[src/rtl/opb_register_simulink2ppc_latched_if.sv]
// OPB master/slave signal bundle for the simulink2ppc read-back register.
// Bit 0 is the MSB, following OPB numbering.
interface opb_register_simulink2ppc_latched_if #(
    parameter int AW = 32,
    parameter int DW = 32
);
    logic [0:AW-1]     OPB_ABus;
    logic [0:DW/8-1]   OPB_BE;
    logic [0:DW-1]     OPB_DBus;
    logic              OPB_RNW;
    logic              OPB_select;
    logic              OPB_seqAddr;
    logic [0:DW-1]     Sl_DBus;
    logic              Sl_xferAck;
    logic              Sl_errAck;
    logic              Sl_retry;
    logic              Sl_toutSup;

    modport master (
        output OPB_ABus, OPB_BE, OPB_DBus, OPB_RNW, OPB_select, OPB_seqAddr,
        input  Sl_DBus, Sl_xferAck, Sl_errAck, Sl_retry, Sl_toutSup
    );

    modport slave (
        input  OPB_ABus, OPB_BE, OPB_DBus, OPB_RNW, OPB_select, OPB_seqAddr,
        output Sl_DBus, Sl_xferAck, Sl_errAck, Sl_retry, Sl_toutSup
    );
endinterface

[src/rtl/opb_register_simulink2ppc_latched.sv]
// Latches a fabric word with new/overflow status for PPC read-back; optional capture timestamp under OPB_SIM2PPC_TIMESTAMP_EN.
// Latency: hit sampled at edge N, Sl_xferAck high for the cycle after edge N+1; user_new is a direct register output.
// Backpressure: none on the fabric side; one ack per OPB_select, slave waits in HOLD until select drops.
module opb_register_simulink2ppc_latched #(
    parameter logic [31:0] C_BASEADDR   = 32'h0110A100,
    parameter logic [31:0] C_HIGHADDR   = 32'h0110A1FF,
    parameter int          C_OPB_AWIDTH = 32,
    parameter int          C_OPB_DWIDTH = 32,
    parameter string       C_FAMILY     = "virtex6"
) (
    input  logic                                       OPB_Clk,
    input  logic                                       OPB_Rst_n,
    opb_register_simulink2ppc_latched_if.slave         opb,
    input  logic [31:0]                                user_data_in,
    input  logic                                       user_valid,
    output logic                                       user_new
);
    localparam logic [1:0] ST_IDLE = 2'd0;
    localparam logic [1:0] ST_ACK  = 2'd1;
    localparam logic [1:0] ST_HOLD = 2'd2;
    localparam bit FAMILY_V6 = (C_FAMILY == "virtex6");

    logic [1:0]              state;
    logic [C_OPB_AWIDTH-1:0] addr;
    logic                    hit;
    logic [1:0]              idx_q;
    logic                    rnw_q;
    logic                    be3_q;
    logic [1:0]              wctl_q;
    logic [C_OPB_DWIDTH-1:0] rd_snap;
    logic [C_OPB_DWIDTH-1:0] rd_word;
    logic [C_OPB_DWIDTH-1:0] sl_dbus;
    logic                    xfer_ack;

    logic [31:0] data_reg;
    logic        new_flag;
    logic [15:0] ovf_cnt;
    logic        freeze;
    logic [31:0] tstamp;

    logic acc, ctrl_wr, ovf_clr, data_rd, capture, ovf_inc;
    logic unused_ok;

    assign addr = opb.OPB_ABus;
    assign hit  = opb.OPB_select && (addr >= C_BASEADDR) && (addr <= C_HIGHADDR);

    always_comb begin
        rd_word = '0;
        case (opb.OPB_ABus[28:29])
            2'd0:    rd_word = data_reg;
            2'd1:    rd_word = {8'h00, ovf_cnt, 7'h00, new_flag};
            2'd2:    rd_word = {30'h0, freeze, 1'b0};
            default: rd_word = tstamp;
        endcase
    end

    // Register side effects of a transfer land on the edge that leaves ACK.
    assign acc     = (state == ST_ACK);
    assign ctrl_wr = acc && !rnw_q && (idx_q == 2'd2) && be3_q;
    assign ovf_clr = ctrl_wr && wctl_q[0];
    assign data_rd = acc && rnw_q && (idx_q == 2'd0);
    assign capture = user_valid && !freeze;
    assign ovf_inc = capture && new_flag && !data_rd;

    always_ff @(posedge OPB_Clk) begin
        if (!OPB_Rst_n) begin
            state    <= ST_IDLE;
            idx_q    <= 2'd0;
            rnw_q    <= 1'b0;
            be3_q    <= 1'b0;
            wctl_q   <= 2'd0;
            rd_snap  <= '0;
            sl_dbus  <= '0;
            xfer_ack <= 1'b0;
            data_reg <= 32'h0;
            new_flag <= 1'b0;
            ovf_cnt  <= 16'h0;
            freeze   <= 1'b0;
        end else begin
            case (state)
                ST_IDLE: if (hit) begin
                    state   <= ST_ACK;
                    idx_q   <= opb.OPB_ABus[28:29];
                    rnw_q   <= opb.OPB_RNW;
                    be3_q   <= opb.OPB_BE[3];
                    wctl_q  <= opb.OPB_DBus[30:31];
                    rd_snap <= opb.OPB_RNW ? rd_word : '0;
                end
                ST_ACK:  state <= ST_HOLD;
                ST_HOLD: if (!opb.OPB_select) state <= ST_IDLE;
                default: state <= ST_IDLE;
            endcase

            xfer_ack <= acc;
            sl_dbus  <= acc ? rd_snap : '0;

            if (capture) begin
                data_reg <= user_data_in;
                new_flag <= 1'b1;
            end else if (data_rd) begin
                new_flag <= 1'b0;
            end

            if (ovf_clr)
                ovf_cnt <= 16'h0;
            else if (ovf_inc && (ovf_cnt != 16'hFFFF))
                ovf_cnt <= ovf_cnt + 16'h1;

            if (ctrl_wr)
                freeze <= wctl_q[1];
        end
    end

`ifdef OPB_SIM2PPC_TIMESTAMP_EN
    logic [31:0] ts_cnt;

    always_ff @(posedge OPB_Clk) begin
        if (!OPB_Rst_n) begin
            ts_cnt <= 32'h0;
            tstamp <= 32'h0;
        end else begin
            ts_cnt <= ts_cnt + 32'h1;
            if (capture)
                tstamp <= ts_cnt;
        end
    end
`else
    assign tstamp = 32'h0;
`endif

    assign opb.Sl_DBus    = sl_dbus;
    assign opb.Sl_xferAck = xfer_ack;
    assign opb.Sl_errAck  = 1'b0;
    assign opb.Sl_retry   = 1'b0;
    assign opb.Sl_toutSup = 1'b0;
    assign user_new       = new_flag;

    assign unused_ok = ^{opb.OPB_seqAddr, opb.OPB_BE[0:2], opb.OPB_DBus[0:29], FAMILY_V6};
endmodule

[src/flat_wrapper.sv]
// flat-port wrapper written by rule: the top's interface ports become plain ports
module opb_register_simulink2ppc_latched_flat 
#(
    parameter logic [31:0] C_BASEADDR   = 32'h0110A100,
    parameter logic [31:0] C_HIGHADDR   = 32'h0110A1FF,
    parameter int          C_OPB_AWIDTH = 32,
    parameter int          C_OPB_DWIDTH = 32,
    parameter string       C_FAMILY     = "       "
)
  (OPB_Clk, OPB_Rst_n, user_data_in, user_valid, user_new, opb_OPB_ABus, opb_OPB_BE, opb_OPB_DBus, opb_OPB_RNW, opb_OPB_select, opb_OPB_seqAddr, opb_Sl_DBus, opb_Sl_xferAck, opb_Sl_errAck, opb_Sl_retry, opb_Sl_toutSup);
  opb_register_simulink2ppc_latched_if opb_i ();
  input  logic OPB_Clk;
  input  logic OPB_Rst_n;
  input  logic [31:0] user_data_in;
  input  logic user_valid;
  output logic user_new;
  input wire logic [$bits(opb_i.OPB_ABus)-1:0] opb_OPB_ABus;
  input wire logic [$bits(opb_i.OPB_BE)-1:0] opb_OPB_BE;
  input wire logic [$bits(opb_i.OPB_DBus)-1:0] opb_OPB_DBus;
  input wire logic [$bits(opb_i.OPB_RNW)-1:0] opb_OPB_RNW;
  input wire logic [$bits(opb_i.OPB_select)-1:0] opb_OPB_select;
  input wire logic [$bits(opb_i.OPB_seqAddr)-1:0] opb_OPB_seqAddr;
  output wire logic [$bits(opb_i.Sl_DBus)-1:0] opb_Sl_DBus;
  output wire logic [$bits(opb_i.Sl_xferAck)-1:0] opb_Sl_xferAck;
  output wire logic [$bits(opb_i.Sl_errAck)-1:0] opb_Sl_errAck;
  output wire logic [$bits(opb_i.Sl_retry)-1:0] opb_Sl_retry;
  output wire logic [$bits(opb_i.Sl_toutSup)-1:0] opb_Sl_toutSup;
  assign opb_i.OPB_ABus = opb_OPB_ABus;
  assign opb_i.OPB_BE = opb_OPB_BE;
  assign opb_i.OPB_DBus = opb_OPB_DBus;
  assign opb_i.OPB_RNW = opb_OPB_RNW;
  assign opb_i.OPB_select = opb_OPB_select;
  assign opb_i.OPB_seqAddr = opb_OPB_seqAddr;
  assign opb_Sl_DBus = opb_i.Sl_DBus;
  assign opb_Sl_xferAck = opb_i.Sl_xferAck;
  assign opb_Sl_errAck = opb_i.Sl_errAck;
  assign opb_Sl_retry = opb_i.Sl_retry;
  assign opb_Sl_toutSup = opb_i.Sl_toutSup;
  opb_register_simulink2ppc_latched #(.C_BASEADDR(C_BASEADDR), .C_HIGHADDR(C_HIGHADDR), .C_OPB_AWIDTH(C_OPB_AWIDTH), .C_OPB_DWIDTH(C_OPB_DWIDTH), .C_FAMILY(C_FAMILY)) u_core (.OPB_Clk(OPB_Clk), .OPB_Rst_n(OPB_Rst_n), .opb(opb_i), .user_data_in(user_data_in), .user_valid(user_valid), .user_new(user_new));
endmodule
[config.mk]
export PLATFORM = sky130hd
export DESIGN_NAME = opb_register_simulink2ppc_latched_flat
export DESIGN_NICKNAME = d
export VERILOG_FILES = /design/src/rtl/opb_register_simulink2ppc_latched_if.sv /design/src/rtl/opb_register_simulink2ppc_latched.sv /design/src/flat_wrapper.sv
export SDC_FILE = /design/constraint.sdc
export NUM_CORES = 1
export LEC_CHECK = 0
export CAP_MARGIN = 5
export CORE_MARGIN = 5
export CORE_UTILIZATION = 47
export DETAILED_ROUTE_END_ITERATION = 6
export GPL_ROUTABILITY_DRIVEN = 1
export PLACE_DENSITY = 0.84
export SETUP_SLACK_MARGIN = 0.05
export SYNTH_ARGS = -nofsm -noshare
export SYNTH_HDL_FRONTEND = slang
export SYNTH_SLANG_ARGS = --single-unit
export TNS_END_PERCENT = 50
[constraint.sdc]
create_clock -name OPB_Clk -period 2.7 [get_ports OPB_Clk]
set_clock_uncertainty 0.1 [all_clocks]
set_input_delay 0.81 -clock OPB_Clk [delete_from_list [all_inputs] [get_ports OPB_Clk]]
set_output_delay 0.81 -clock OPB_Clk [all_outputs]
set_load 0.05 [all_outputs]
# == Word-level counts from Yosys, hierarchy flattened ==
# Cells that the tools add are included.
# totals
register_bits,123
# op_classes
bitwise_logic,1
n_mux,7
eq_ne,8
n_reduce_logical,23
order_cmp,2
n_addsub,1
# op_table
op,count
32-bit one-hot mux with 3 select lines,1
"32-bit by 25-bit >= comparator with 1-bit output, second input constant",1
"32-bit by 25-bit <= comparator with 1-bit output, second input constant",1
32-bit 2-to-1 mux,1
"16-bit by 1-bit adder with 16-bit output, second input constant",1
"16-bit inequality test, second input constant",1
1-bit logical AND,12
"2-bit equality test, second input constant",3
2-bit zero test,3
2-bit one-hot mux with 3 select lines,1
2-bit AND reduction,3
"2-bit by 1-bit equality test with 1-bit output, second input constant",2
2-bit 2-to-1 mux,2
1-bit zero test,3
1-bit 2-to-1 mux,2
"2-bit by 1-bit inequality test with 1-bit output, second input constant",1
"2-bit inequality test, second input constant",1
2-bit nonzero test,1
2-bit OR reduction,1
1-bit NOT,1

# == Logic depth before layout (Yosys ltp) ==
# Gate-level depths: netlist of run 1.
# logic_depth
word_depth,6
mapped_depth,7

# == Worst setup path before layout of run 1 ==
# Ideal clock, no wire load.
# synth_path
kind,input -> register
startpoint,in opb_OPB_ABus[30]
endpoint,reg u_core.rd_snap[23]
setup_time_ps,70
required_time_ps,2530
n_path_buf,2
slack_ps,368
arrival_time_ps,2161
path_stages,6
path_cell_list,nor4_1 nand4_1 buf_4 buf_6 or4_1 a21oi_1
# synth_between
elab_chain_cells,4
elab_cells_between_ends,5
classes_between,order compare: 2; reduce/logical: 3
# synth_rtl
item,line,source
"start, declared",flat_wrapper.sv:17,input wire logic [$bits(opb_i.OPB_ABus)-1:0] opb_OPB_ABus;
32-bit by 25-bit >= comparator with 1-bit output,opb_register_simulink2ppc_latched.sv:45,assign hit = opb.OPB_select && (addr >= C_BASEADDR) && (addr <= C_HIGHADDR);
1-bit logical AND,opb_register_simulink2ppc_latched.sv:45,
1-bit logical AND *,opb_register_simulink2ppc_latched.sv:45,
2-bit AND reduction (no line) *,-,
"end signal, assigned",opb_register_simulink2ppc_latched.sv:87,rd_snap <= opb.OPB_RNW ? rd_word : '0;
"end, declared",opb_register_simulink2ppc_latched.sv:30,logic [C_OPB_DWIDTH-1:0] rd_snap;
# Mark *: on every way between the ends. The rest lies on a longest branch, timed or not.
# A chain may end at the register's enable or synchronous reset.

# == Worst setup path in the final report of run 1 ==
# layout_path
startpoint,"reg u_core.sl_dbus[16], in the netlist u_core.opb.Sl_DBus[15]"
endpoint,out opb_Sl_DBus[16]
# layout_lines
item,line,source
"start, declared",opb_register_simulink2ppc_latched.sv:32,logic [C_OPB_DWIDTH-1:0] sl_dbus;
"start signal, assigned",opb_register_simulink2ppc_latched.sv:95,sl_dbus <= acc ? rd_snap : '0;
"end, declared",flat_wrapper.sv:23,output wire logic [$bits(opb_i.Sl_DBus)-1:0] opb_Sl_DBus;
# No word-level cell between the ends.

==> results of run 1 <==
[power by group through the flow]
| stage | Sequential (mW) | Combinational, mW | Clock (mW) |
|---|---|---|---|
| 6_report | 1.86 | 0.245 | 2.21 |
| 3_3_place_gp | 1.90 | 0.238 | 0 |
| 5_1_grt | 1.86 | 0.264 | 2.31 |
| 2_1_floorplan | 1.90 | 0.104 | 0 |
| 4_1_cts | 1.86 | 0.245 | 2.23 |
| 3_5_place_dp | 1.90 | 0.243 | 0 |
[final timing paths]
kind	endpoint	slack (ns)
worst max register to register	u_core.ovf_cnt[5]$_SDFFE_PP0P_	0.41
worst min register to register	u_core.opb.Sl_DBus[30]$_SDFF_PN0_	0.35
worst max-delay path	opb_Sl_DBus[16]	0.10
worst min-delay path	u_core.opb.Sl_DBus[30]$_SDFF_PN0_	0.35
[cell usage in the layout, fill, tap and decap left out, types with 18 or more instances in the layout]
cell	instances
a21oi_1	85
and2_1	32
buf_4	23
clkdlybuf4s50_1	99
dfxtp_1	123
mux2i_1	19
nand2_1	76
nand4_1	18
o21ai_0	39
or4_1	25
[logic make-up (layout without fill, tap and decap cells)]
group                      count (synthesis)  in the layout
and+or+nand+nor                          204            204
adders and majority gates                  1              1
AOI/OAI and AO/OA                        148            148
muxes                                     19             19
DFF                                      123            123
other                                      1              3
buffers and inverters                     49            161
[metrics by stage]
stage                     setup slack (ns)  power [mW]  instance area [um^2]  instances  TNS (ns)
final                                0.102        4.32                  6660        795         0
after global routing                0.0523        4.44                  6660        795         0
after CTS                           0.0618        4.33                  6660        795         0
after detailed placement            -0.184        2.14                  6070        763     -2.84
after global placement              -0.112        2.14                  6070        763     -1.70
after floorplan                      0.368        2.00                  4870        547         0
[area by class of cell]
| class | instances | area (um^2) | area share [%] |
|---|---|---|---|
| Clock inverter | 14 | 161 | 2.43 |
| Inverter | 4 | 15.0 | 0.226 |
| Multi-Input combinational cell | 375 | 2190 | 33.0 |
| Tap cell | 136 | 170 | 2.56 |
| Clock buffer | 18 | 428 | 6.43 |
| Sequential cell | 123 | 2460 | 37.0 |
| Timing Repair Buffer | 125 | 1220 | 18.4 |
[routing by layer]
| metal | part of all wire [%] | track usage (%) |
|---|---|---|
| met2 | 49 | 36.0 |
| met4 | 2.4 | 9.57 |
| met5 | 0 | 0 |
| met3 | 6.5 | 5.49 |
| met1 | 42 | 25.7 |
==> flow_summary_export.csv, run 1 <==
group,metric,value,unit
clocking,clkTransAtPathRegs,0.06,ns
global_routing,grt_max_degree,61,
worst_setup_path,path_cells,"clkdlybuf4s50_1",
detailed_routing,wirelength,13400,um
yosys,synth_top_flop_cell,"dfxtp_1",
clocking,clock_sinks,123,
worst_setup_path,start_kind,"flop",
final_layout,layout-drive-gt1-share,10.2,%
clocking,root_buffer,"clkbuf_8",
power_and_ir_drop,pwr_density_cell,648,mW/mm^2
timing,setup_viol,0,
clocking,post_cts_buffers,0,
worst_setup_path,setup.worst_path.start,"u_core.opb.Sl_DBus[15]$_SDFF_PN0_",
floorplanning,die_area,0.0125,mm^2
power_and_ir_drop,seqPwrFrac,43.1,%
timing,grt_setup_unrepaired,"no",
detailed_routing,wl_per_cell,16.9,um
yosys,synthMuxAreaShare,3.91,%
detailed_routing,drc_errors,0,
worst_setup_path,cp.depth,1,
worst_setup_path,required,1.79,ns
yosys,synthAdderAreaFrac,0.257,%
status,outcome,"finished, final reports clean",
timing,hold_slack,0.349,ns
flow_run,drv_cap,0,
yosys,synthTopCellsByCount,"123 x dfxtp_1, 85 x a21oi_1, 76 x nand2_1",
power_and_ir_drop,switching_share,22.8,%
worst_setup_path,cp_top_family,"buffers and inverters",
timing,layout_min_cycle_time,2.60,ns
global_routing,grt_pass1_vias,4361,
placement,numPortBuffers,99,
detailed_routing,viasPerCell,5.71,
yosys,yosys_warnings,0,
global_routing,grt_remaining_overflow,0,
floorplanning,start_util,47.5,%
timing,slew_violations,0,
yosys,synth_top_family_by_area,"simple AND/OR/NAND/NOR gates",
floorplanning,die_w,112,um
yosys,synth_edf_count,0,
yosys,synth_simple_gate_area_share,23.8,%
worst_setup_path,worst_ep_arrival_time,1.69,ns
detailed_routing,first_pass_iters,6,
clocking,cts_made_buffers,17,
final_layout,syn_to_final_growth,36.8,%
timing,fmax,0.385,GHz
worst_setup_path,cp_slowest_cell,"clkdlybuf4s50_1",
final_layout,diodes,0,
global_routing,grt_util_all_layers,21.4,%
yosys,synth.area.top_cells,"dfxtp_1 51%, a21oi_1 8.7%, nand2_1 5.9%",
clocking,cts_hold_buf,0,
worst_setup_path,cp_max_fo,1,
detailed_routing,drtIter0Drc,356,
power_and_ir_drop,p_sw,0.984,mW
yosys,synth_compound_area_share,16.9,%
worst_setup_path,crit_path_end_kind,"primary output",
min_path,hold_depth,1,
worst_setup_path,max_stage_delay,0.83,ns
power_and_ir_drop,clockPowerShare,51.2,%
yosys,synthXorXnorAreaFrac,0,%
timing,tightest_slew,0.965,ns
placement,gp_congestion,0.898,
floorplanning,num_rows,37,
yosys,ys_ff_latch,123,
placement,dpl.hpwl,9000,um
final_layout,fillCellCount,746,
power_and_ir_drop,p_int,3.33,mW
detailed_routing,vias,4543,
floorplanning,die_y,112,um
clocking,max-clock-path-buffers,2,
detailed_routing,postRouteAntennaNets,0,
floorplanning,coreArea,0.0102,mm^2
timing,max_slew_margin,35.1,%
min_path,hold_path.class,"flop to flop",
clocking,cts_tree,"yes",
yosys,syn_area_per_cell,8.92,um^2
yosys,async_flop_share,0,%
worst_setup_path,r2r_start,"u_core.ovf_cnt[6]$_SDFFE_PP0P_",
yosys,synthesis.area,0.00486,mm^2
yosys,synth_top_area_cell,"dfxtp_1",
floorplanning,io_pins,143,
yosys,synth.distinct_cells,45,
yosys,synth_cells,545,
timing,period_share,96.2,%
power_and_ir_drop,p_leak,2.35,nW
clocking,post_cts_resized,0,
timing,hold_viol_final,0,
yosys,yosysMostFrequentCell,"dfxtp_1",
final_layout,layout.nets,753,
yosys,ys_seq_area_share,50.6,%
worst_setup_path,worst_r2r_path_depth,4,
clocking,ctsHtreeMaxLevel,4,
final_layout,final_core_util,65.0,%
global_routing,grt_pass1_wl,21500,um
clocking,clock_latency,0.52,ns
global_routing,antenna_found_initial,0,
yosys,yosysTopAreaCellShare,50.6,%
min_path,hp-start,"u_core.rd_snap[1]$_SDFFE_PN0P_",
power_and_ir_drop,power_frac_comb,5.7,%
worst_setup_path,critical_path_class,"flop to primary output",
worst_setup_path,worst-path-buf-inv,1,
power_and_ir_drop,max-vdd-ir-drop,428,uV
(Power assumes the default switching activity.)
==> run 2, diff against run 1 <==
CORE_MARGIN = 2   (was 5)
==> flow_summary_export.csv, run 2 (synthesized netlist as in run 1, its figures left out) <==
group,metric,value,unit
status,outcome,"finished, final reports clean",
detailed_routing,drtIter0Drc,330,
detailed_routing,vias,4510,
worst_setup_path,worst-path-buf-inv,1,
global_routing,grt_remaining_overflow,0,
power_and_ir_drop,p_sw,0.927,mW
timing,tightest_slew,0.863,ns
worst_setup_path,cp_top_family,"buffers and inverters",
timing,hold_viol_final,0,
global_routing,grt_pass1_wl,20700,um
detailed_routing,drc_errors,0,
power_and_ir_drop,p_leak,2.38,nW
min_path,hold_path.class,"flop to flop",
final_layout,fillCellCount,765,
timing,fmax,0.384,GHz
timing,grt_setup_unrepaired,"no",
final_layout,finalInstanceArea,0.00667,mm^2
power_and_ir_drop,power_frac_comb,5.7,%
timing,fin_tns_setup,0,ns
detailed_routing,wirelength,13000,um
clocking,clock_latency,0.53,ns
floorplanning,die_w,106,um
detailed_routing,first_pass_iters,6,
floorplanning,die_y,106,um
worst_setup_path,start_kind,"flop",
power_and_ir_drop,seqPwrFrac,42.9,%
floorplanning,start_util,47.8,%
power_and_ir_drop,max-vdd-ir-drop,355,uV
clocking,post_cts_buffers,0,
clocking,cts_made_buffers,17,
placement,dpl_cell_area,0.00608,mm^2
worst_setup_path,required,1.79,ns
flow_run,drv_cap,0,
worst_setup_path,cp_slowest_cell,"clkdlybuf4s50_1",
placement,numPortBuffers,99,
timing,setup_viol,0,
power_and_ir_drop,clockPowerShare,51.4,%
timing,period_share,96.5,%
global_routing,grt_max_degree,59,
worst_setup_path,crit_path_end_kind,"primary output",
final_layout,layout.nets,755,
timing,max_slew_margin,42.0,%
worst_setup_path,path_cells,"clkdlybuf4s50_1",
worst_setup_path,critical_path_class,"flop to primary output",
detailed_routing,postRouteAntennaNets,0,
worst_setup_path,worst_ep_arrival_time,1.70,ns
worst_setup_path,cp_max_fo,1,
global_routing,grt_util_all_layers,23.3,%
detailed_routing,wl_per_cell,16.3,um
clocking,ctsHtreeMaxLevel,4,
final_layout,syn_to_final_growth,37.2,%
global_routing,antenna_found_initial,0,
final_layout,most-common-layout-cells,"123 x dfxtp_1, 98 x clkdlybuf4s50_1, 85 x a21oi_1, 76 x nand2_1, 39 x o21ai_0",
final_layout,diodes,0,
final_layout,final_core_util,65.5,%
clocking,cts_tree,"yes",
final_layout,layout-drive-gt1-share,10.3,%
clocking,clkTransAtPathRegs,0.05,ns
clocking,clock_sinks,123,
floorplanning,coreArea,0.0102,mm^2
detailed_routing,viasPerCell,5.67,
global_routing,grt_pass1_vias,4209,
power_and_ir_drop,p_total,4.34,mW
timing,layout_min_cycle_time,2.61,ns
power_and_ir_drop,p_int,3.42,mW
worst_setup_path,max_stage_delay,0.83,ns
clocking,root_buffer,"clkbuf_8",
floorplanning,io_pins,143,
power_and_ir_drop,pwr_density_cell,651,mW/mm^2
floorplanning,die_area,0.0112,mm^2
floorplanning,num_rows,37,
timing,slew_violations,0,
power_and_ir_drop,switching_share,21.3,%
placement,gp_congestion,0.824,
placement,dpl.hpwl,8470,um
timing,hold_slack,0.350,ns
final_layout,final_common_cell,"dfxtp_1",
clocking,max-clock-path-buffers,2,
## run 2: metal layers
layer / vias to the layer above / routed length (um) / track usage, %
met5: - / 0 / 0
met4: 0 / 257 / 9.87
met3: 28 / 1140 / 7.36
met2: 233 / 6170 / 36.4
met1: 2088 / 5390 / 29.9
li1: 2161 / - / -
## run 2: stage by stage
step	cells	setup WS, ns
floorplan	547	0.368
global placement	765	-0.150
detailed placement	765	-0.209
CTS	796	0.0805
global route	796	0.0674
finish	796	0.0936
## run 2: final cells by class
cell class                 count  area, um^2  area share [%]
sequential                   123        2460            36.9
multi-input combinational    375        2190            32.9
timing repair buffer         127        1240            18.6
clock buffer                  19         442            6.62
tap                          136         170            2.55
clock inverter                12         148            2.21
inverter                       4        15.0           0.225
## run 2: repair_timing
item | CTS | global route
hold buffers | 0 | 0
endpoints found under the setup margin | 0 | 1
gates resized for setup | 0 | 1
## run 2: power groups by stage
stage          Combinational (mW)  Sequential, mW  Clock, mW
2_1_floorplan               0.104            1.90          0
3_3_place_gp                0.240            1.90          0
3_5_place_dp                0.244            1.90          0
4_1_cts                     0.248            1.86       2.24
5_1_grt                     0.268            1.87       2.32
6_report                    0.249            1.86       2.23
## run 2: final timing paths
| check | start | endpoint | slack (ns) | cells after the start |
|---|---|---|---|---|
| setup / recovery | u_core.opb.Sl_DBus[26]$_SDFF_PN0_ | opb_Sl_DBus[5] | 0.09 | 1 |
| hold / removal | u_core.rd_snap[19]$_SDFFE_PN0P_ | u_core.opb.Sl_DBus[12]$_SDFF_PN0_ | 0.35 | 1 |
| setup reg to reg | u_core.ovf_cnt[6]$_SDFFE_PP0P_ | u_core.ovf_cnt[5]$_SDFFE_PP0P_ | 0.55 | 4 |
| hold reg to reg | u_core.rd_snap[19]$_SDFFE_PN0P_ | u_core.opb.Sl_DBus[12]$_SDFF_PN0_ | 0.35 | 1 |
